## src/rtl/sa_ram_rwsp_32x32_fifo_ctrl.sv

```systemverilog
// sa_ram_rwsp_32x32_fifo_ctrl: valid/ready FIFO front end for the 32x32 read/write single-port RAM.
// Ports: nvdla_core_clk/nvdla_core_rstn clock and async active-low reset;
//   wr_pvld/wr_prdy/wr_pd push stream; rd_pvld/rd_prdy/rd_pd pop stream;
//   ram_wa/ram_we/ram_di RAM write port; ram_ra/ram_re/ram_ore/ram_dout RAM read port;
//   pwrbus_ram_pd -> ram_pwrbus_pd power bus pass-through.
// Optional: define SA_RAM_FIFO_COUNT_EN to add the registered fifo_cnt occupancy output.
module sa_ram_rwsp_32x32_fifo_ctrl #(
    parameter int DEPTH      = 32,
    parameter int AW         = 5,
    parameter int DW         = 32,
    parameter int SKID_DEPTH = 4
) (
    input  logic          nvdla_core_clk,
    input  logic          nvdla_core_rstn,
    input  logic          wr_pvld,
    output logic          wr_prdy,
    input  logic [DW-1:0] wr_pd,
    output logic          rd_pvld,
    input  logic          rd_prdy,
    output logic [DW-1:0] rd_pd,
    output logic [AW-1:0] ram_wa,
    output logic          ram_we,
    output logic [DW-1:0] ram_di,
    output logic [AW-1:0] ram_ra,
    output logic          ram_re,
    output logic          ram_ore,
    input  logic [DW-1:0] ram_dout,
    input  logic [31:0]   pwrbus_ram_pd,
    output logic [31:0]   ram_pwrbus_pd
`ifdef SA_RAM_FIFO_COUNT_EN
    ,output logic [5:0]   fifo_cnt
`endif
);
    localparam int SW = $clog2(SKID_DEPTH);

    logic          rdy_en, ore_q, cap_q, pop;
    logic [AW-1:0] wr_adr, rd_adr;
    logic [AW:0]   ram_cnt, avail;
    logic [SW:0]   skid_cnt, occ;
    logic [SW-1:0] wp, rp;
    logic [DW-1:0] skid [SKID_DEPTH];

    // ram_cnt only drops at the ore edge, so a slot is never rewritten before its data is captured
    assign wr_prdy       = rdy_en & (ram_cnt < (AW+1)'(DEPTH));
    assign ram_we        = wr_pvld & wr_prdy;
    assign ram_wa        = wr_adr;
    assign ram_di        = wr_pd;
    // words already issued (ore and capture stages) reserve their skid slot in advance
    assign occ           = skid_cnt + (SW+1)'(ore_q) + (SW+1)'(cap_q);
    assign ram_re        = (avail != '0) & (occ < (SW+1)'(SKID_DEPTH));
    assign ram_ra        = rd_adr;
    assign ram_ore       = ore_q;
    assign rd_pvld       = skid_cnt != '0;
    assign rd_pd         = skid[rp];
    assign pop           = rd_pvld & rd_prdy;
    assign ram_pwrbus_pd = pwrbus_ram_pd;

    always_ff @(posedge nvdla_core_clk or negedge nvdla_core_rstn) begin
        if (!nvdla_core_rstn) begin
            rdy_en   <= 1'b0;
            wr_adr   <= '0;
            rd_adr   <= '0;
            ram_cnt  <= '0;
            avail    <= '0;
            ore_q    <= 1'b0;
            cap_q    <= 1'b0;
            skid_cnt <= '0;
            wp       <= '0;
            rp       <= '0;
`ifdef SA_RAM_FIFO_COUNT_EN
            fifo_cnt <= '0;
`endif
        end else begin
            rdy_en   <= 1'b1;
            wr_adr   <= wr_adr + AW'(ram_we);
            rd_adr   <= rd_adr + AW'(ram_re);
            ram_cnt  <= ram_cnt + (AW+1)'(ram_we) - (AW+1)'(ore_q);
            avail    <= avail + (AW+1)'(ram_we) - (AW+1)'(ram_re);
            ore_q    <= ram_re;
            cap_q    <= ore_q;
            skid_cnt <= skid_cnt + (SW+1)'(cap_q) - (SW+1)'(pop);
            wp       <= wp + SW'(cap_q);
            rp       <= rp + SW'(pop);
`ifdef SA_RAM_FIFO_COUNT_EN
            fifo_cnt <= fifo_cnt + 6'(ram_we) - 6'(pop);
`endif
        end
    end

    // ram_dout is valid in the cycle after ore; capture it then
    always_ff @(posedge nvdla_core_clk) begin
        if (cap_q) skid[wp] <= ram_dout;
    end
endmodule

```

## config.mk

```make
export PLATFORM = sky130hd
export DESIGN_NAME = sa_ram_rwsp_32x32_fifo_ctrl
export DESIGN_NICKNAME = d
export VERILOG_FILES = /design/src/rtl/sa_ram_rwsp_32x32_fifo_ctrl.sv
export SDC_FILE = /design/constraint.sdc
export NUM_CORES = 1
export LEC_CHECK = 0
export ABC_AREA = 1
export CAP_MARGIN = 5
export CORE_ASPECT_RATIO = 1.25
export CORE_UTILIZATION = 47
export CTS_CLUSTER_DIAMETER = 120
export DETAILED_ROUTE_END_ITERATION = 10
export GPL_ROUTABILITY_DRIVEN = 0
export PLACE_DENSITY_LB_ADDON = 0.3
export SLEW_MARGIN = 20
export SYNTH_ARGS = -nofsm -noshare
export SYNTH_HDL_FRONTEND = slang
export SYNTH_SLANG_ARGS = --single-unit
```

## constraint.sdc

```tcl
create_clock -name nvdla_core_clk -period 4.25 [get_ports nvdla_core_clk]
set_input_delay 0.85 -clock nvdla_core_clk [delete_from_list [all_inputs] [get_ports nvdla_core_clk]]
set_output_delay 0.85 -clock nvdla_core_clk [all_outputs]
set_load 0.03 [all_outputs]
```

## Word-level counts from Yosys, hierarchy flattened

Memory sizes are Yosys's and may differ from the RTL's.
Cells that the tools add are included.

- Bits in registers: 32
- Latch bits: 0
- Bits in writable memories: 128
- ROM bits: 0
- Memories kept: 1

Memory list:

| name | depth | bits a word | read ports | clocked after Yosys merged registers in | write ports | line | RTL |
|---|---|---|---|---|---|---|---|
| skid | 4 | 32 | 1 | 0 | 1 | 41 | `logic [DW-1:0] skid [SKID_DEPTH];` |

- Add/subtract/negate cells: 12
- Multiply operators: 0
- Div/mod/pow operators: 0
- Order comparisons: 2
- Equal/unequal tests: 0
- Shifts and indexed selects: 0
- Muxes and demuxes: 2
- Bitwise operators: 4
- Reductions and logical operators: 2

Operators by type and width:

| kind | count |
|---|---|
| adder 6 x 1 -> 6 bit | 2 |
| subtractor 6 x 1 -> 6 bit | 2 |
| adder 5 x 1 -> 5 bit | 2 |
| adder 3 x 1 -> 3 bit | 3 |
| less-than comparator 6 bit, second input constant | 1 |
| nonzero test 6 bit | 1 |
| adder 2 x 1 -> 2 bit | 2 |
| bitwise AND 1 bit | 4 |
| less-than comparator 3 bit, second input constant | 1 |
| nonzero test 3 bit | 1 |
| subtractor 3 x 1 -> 3 bit | 1 |
| 2-to-1 mux 1 bit | 2 |

## Longest topological paths before layout

- Depth in word-level cells: 5
- Gate-level depth with buffers: 14
- Mapped depth without buffers: 14

## Least setup slack after synthesis

Ideal clock, no wire load.

- Path type: register to register
- Start point: register wp[1]
- End point: memory skid[3][0] (enable)
- Setup time: 0.461 ns
- Arrival: 2.681 ns
- Data required time: 3.789 ns
- Setup slack: 1.107 ns
- Stages on the path, launching flop included: 3
- Buffers on the path: 0
- Clock period less this slack: 3.143 ns
- Path through: dfrtp_1 -> inv_1 -> nor3_1

RTL lines:

| item | line | RTL |
|---|---|---|
| from (decl) | 40 | `logic [SW-1:0] wp, rp;` |
| from (signal assigned) | 82 | `wp <= wp + SW'(cap_q);` |
| to (decl) | 41 |  |

No word-level cell before the write port.

## Worst setup path after layout

- Start point: register rp[0]
- End point: output rd_pd[16]

- Longest elaborated chain between the ends: 1

RTL lines:

| item | line | RTL |
|---|---|---|
| from (decl) | 40 |  |
| from (signal assigned) | 83 | `rp <= rp + SW'(pop);` |
| memory read (4 x 32 bit) | n/a |  |
| to (decl) | 20 | `output logic [DW-1:0] rd_pd,` |

No other way between the ends.

==> results.ini <==
[timing]
max_freq_ghz = 0.280
setup_viol = 0
min_period_over_period = 0.840
whs_ns = 0.445
hold_viol = 0
setup_tns_ns = 0
drv_slew = 0
finalClockSkew_ns = 0.00757
slew_headroom = 0.457
period_needed_ns = 3.57
worst_pin_slew_ns = 0.810
rsz0062_at_grt = false

[floorplanning]
core-area_sq_um = 14400
fp.dieW_um = 111
dieArea_sq_um = 15200
io_pins = 211
std_cell_rows = 49
start_util = 0.480
chipHeight_um = 138

[global_routing]
grt_antenna_before_repair = 0
grt_usage = 0.172
grt_max_degree = 65
grt_pass1_vias = 3968
grt-ovfl-total = 0
grt_pass1_wl_um = 19800

[critical_path]
worstPathRequired_ns = 3.40
rrSetupSlack_ns = 1.74
critPathMaxFanout = 34
start_kind = flop
worstSetupPathType = flop to output pin
worst_setup_path_end_kind = output pin
cp_data_arrival_time_ns = 2.72

[drt]
num_vias = 3958
met3_length_um = 925
detail_route.wl_per_cell_um = 16.7
ant_nets = 0
routed.top_layer = met4
wl_met2_um = 6400
wirelength_um = 12600
dr.pass1.iters = 4
drt_iter0_drc = 214
met1_length_um = 4860
via_per_inst = 5.26
drc = 0

[synthesis]
synth_top_area_share = 0.555
syn_area_sq_um = 6920
async_flop_share = 0.200
synth_cell_types = 29
avgSynthCellArea_sq_um = 12.9
synth-main-ff-cell = edfxtp_1
synthTopCellsByCount = 128 x edfxtp_1, 71 x nor2_1, 66 x buf_4, 36 x o21ai_0, 34 x inv_1
synth-seq-area-share = 0.671
ys_warn_count = 0
yosys-top-cells-area = edfxtp_1 56%, dfrtp_1 12%, buf_4 7.2%
yosysTopAreaCell = edfxtp_1
synth_edf_count = 128
postSynthCellCount = 537
yosys.cell_count.top_type = edfxtp_1
synth_fp_nets = 663
synth_seq_cells = 160

[finish]
layout.nets = 689
syn_to_final_growth_pct = 15.5
regArea_sq_um = 4650
multi_input_area_sq_um = 1520
n_fill_cell = 1148
antenna_cells = 0
drive_gt1_frac = 0.0765

[pwr]
total_power_uw = 7060
irDropWorstVdd_uv = 485
powerDensity_nw_per_um2 = 883
leakage_uw = 0.00300

[outcome]
outcome = complete, no violations

[clocking]
clock_path_buffers = 2
cts.clk_slew.worst_paths_ns = 0.06
cts_resized = 0
numCtsBuffers = 17
postCtsSetupBuffers = 0
cts_tree = done
cts-root-buf = clkbuf_16
cts_hold_buf = 0
htree_num_levels = 4
clkLatencyLatePin_ns = 0.41
numClockSinks = 160

[place]
dp_hpwl_um = 8030
io_buffer_count = 82

[hold_path]
min_path_type = flop to flop

[flow_run]
maxCapViolCount = 0

## routing by layer
metal | up-vias | global-route usage
met1 | 1904 | 0.181
met5 | - | 0
met2 | 132 | 0.300
met4 | 0 | 0.0926
li1 | 1882 | -
met3 | 40 | 0.0678
## area by class of cell
| cell class | instances | area share |
|---|---|---|
| multi-input cells | 258 | 0.190 |
| inverters | 36 | 0.0178 |
| flip-flops and latches | 160 | 0.581 |
| repair buffers | 90 | 0.112 |
| clock buffers | 17 | 0.0532 |
| clock inverters | 14 | 0.0177 |
| well taps | 178 | 0.0279 |
## power by group
group	internal, uW	switching (uW)	total (uW)
clock	860	586	1450
sequential	2260	228	2490
combinational	1180	1950	3130
## critical path, cell delays in order (launching register included)
cell and delay [ns]:
dfrtp_2 0.78, buf_4 0.42, o21ai_0 0.14, o22ai_1 0.25, clkdlybuf4s50_1 0.72
## layout by cell type (no fill, tap or decap), types with 3 or more instances in the layout
cell type	count
nor2_1	71
nand2_1	22
o22ai_1	32
inv_6	3
inv_1	34
fa_1	3
xnor2_1	5
clkdlybuf4s50_1	82
a21oi_1	5
clkinv_1	3
dfrtp_1	31
clkbuf_16	17
xor2_1	10
buf_4	7
edfxtp_1	128
nor3_2	3
clkinv_4	3
o21ai_1	29
ha_1	23
nand3_1	11
o21ai_0	36
## flip-flops by register name (all words and copies together), names as in the netlist
register	flops
wp	2
avail	6
rdy_en	1
skid	128
skid_cnt	3
cap_q	1
ram_wa	5
ram_ra	5
rp	2
ram_ore	1
ram_cnt	6
## per-stage QoR
step,setup slack [ns],area [sq um],util,std cells
2_1_floorplan,1.11,6920,-,537
3_3_place_gp,1.13,7420,0.515,722
3_5_place_dp,1.10,7420,0.515,722
4_1_cts,0.650,7990,0.554,753
5_1_grt,0.491,7990,0.555,753
6_report,0.678,7990,0.555,753
## cell families after synthesis
family | after synthesis | share of synthesized area
AND/OR/NAND/NOR | 114 | 0.0669
flip-flops | 160 | 0.671
other | 1 | 0.000542
buffers and inverters | 119 | 0.113
AO/OA/AOI/OAI | 102 | 0.0795
adder cells (fa/ha/maj) | 26 | 0.0503
XOR/XNOR | 15 | 0.0190
## worst paths after layout
path	to	start	depth (start not counted)
max reg2reg	avail[4]$_DFF_PN0_	cap_q$_DFF_PN0_	11
min reg2reg	cap_q$_DFF_PN0_	ram_ore$_DFF_PN0_	0
max in group asynchronous	rp[0]$_DFF_PN0_	nvdla_core_rstn	2
min in group asynchronous	avail[1]$_DFF_PN0_	nvdla_core_rstn	2
min	cap_q$_DFF_PN0_	ram_ore$_DFF_PN0_	0
max	rd_pd[16]	rp[0]$_DFF_PN0_	4
(Power assumes the default switching activity.)
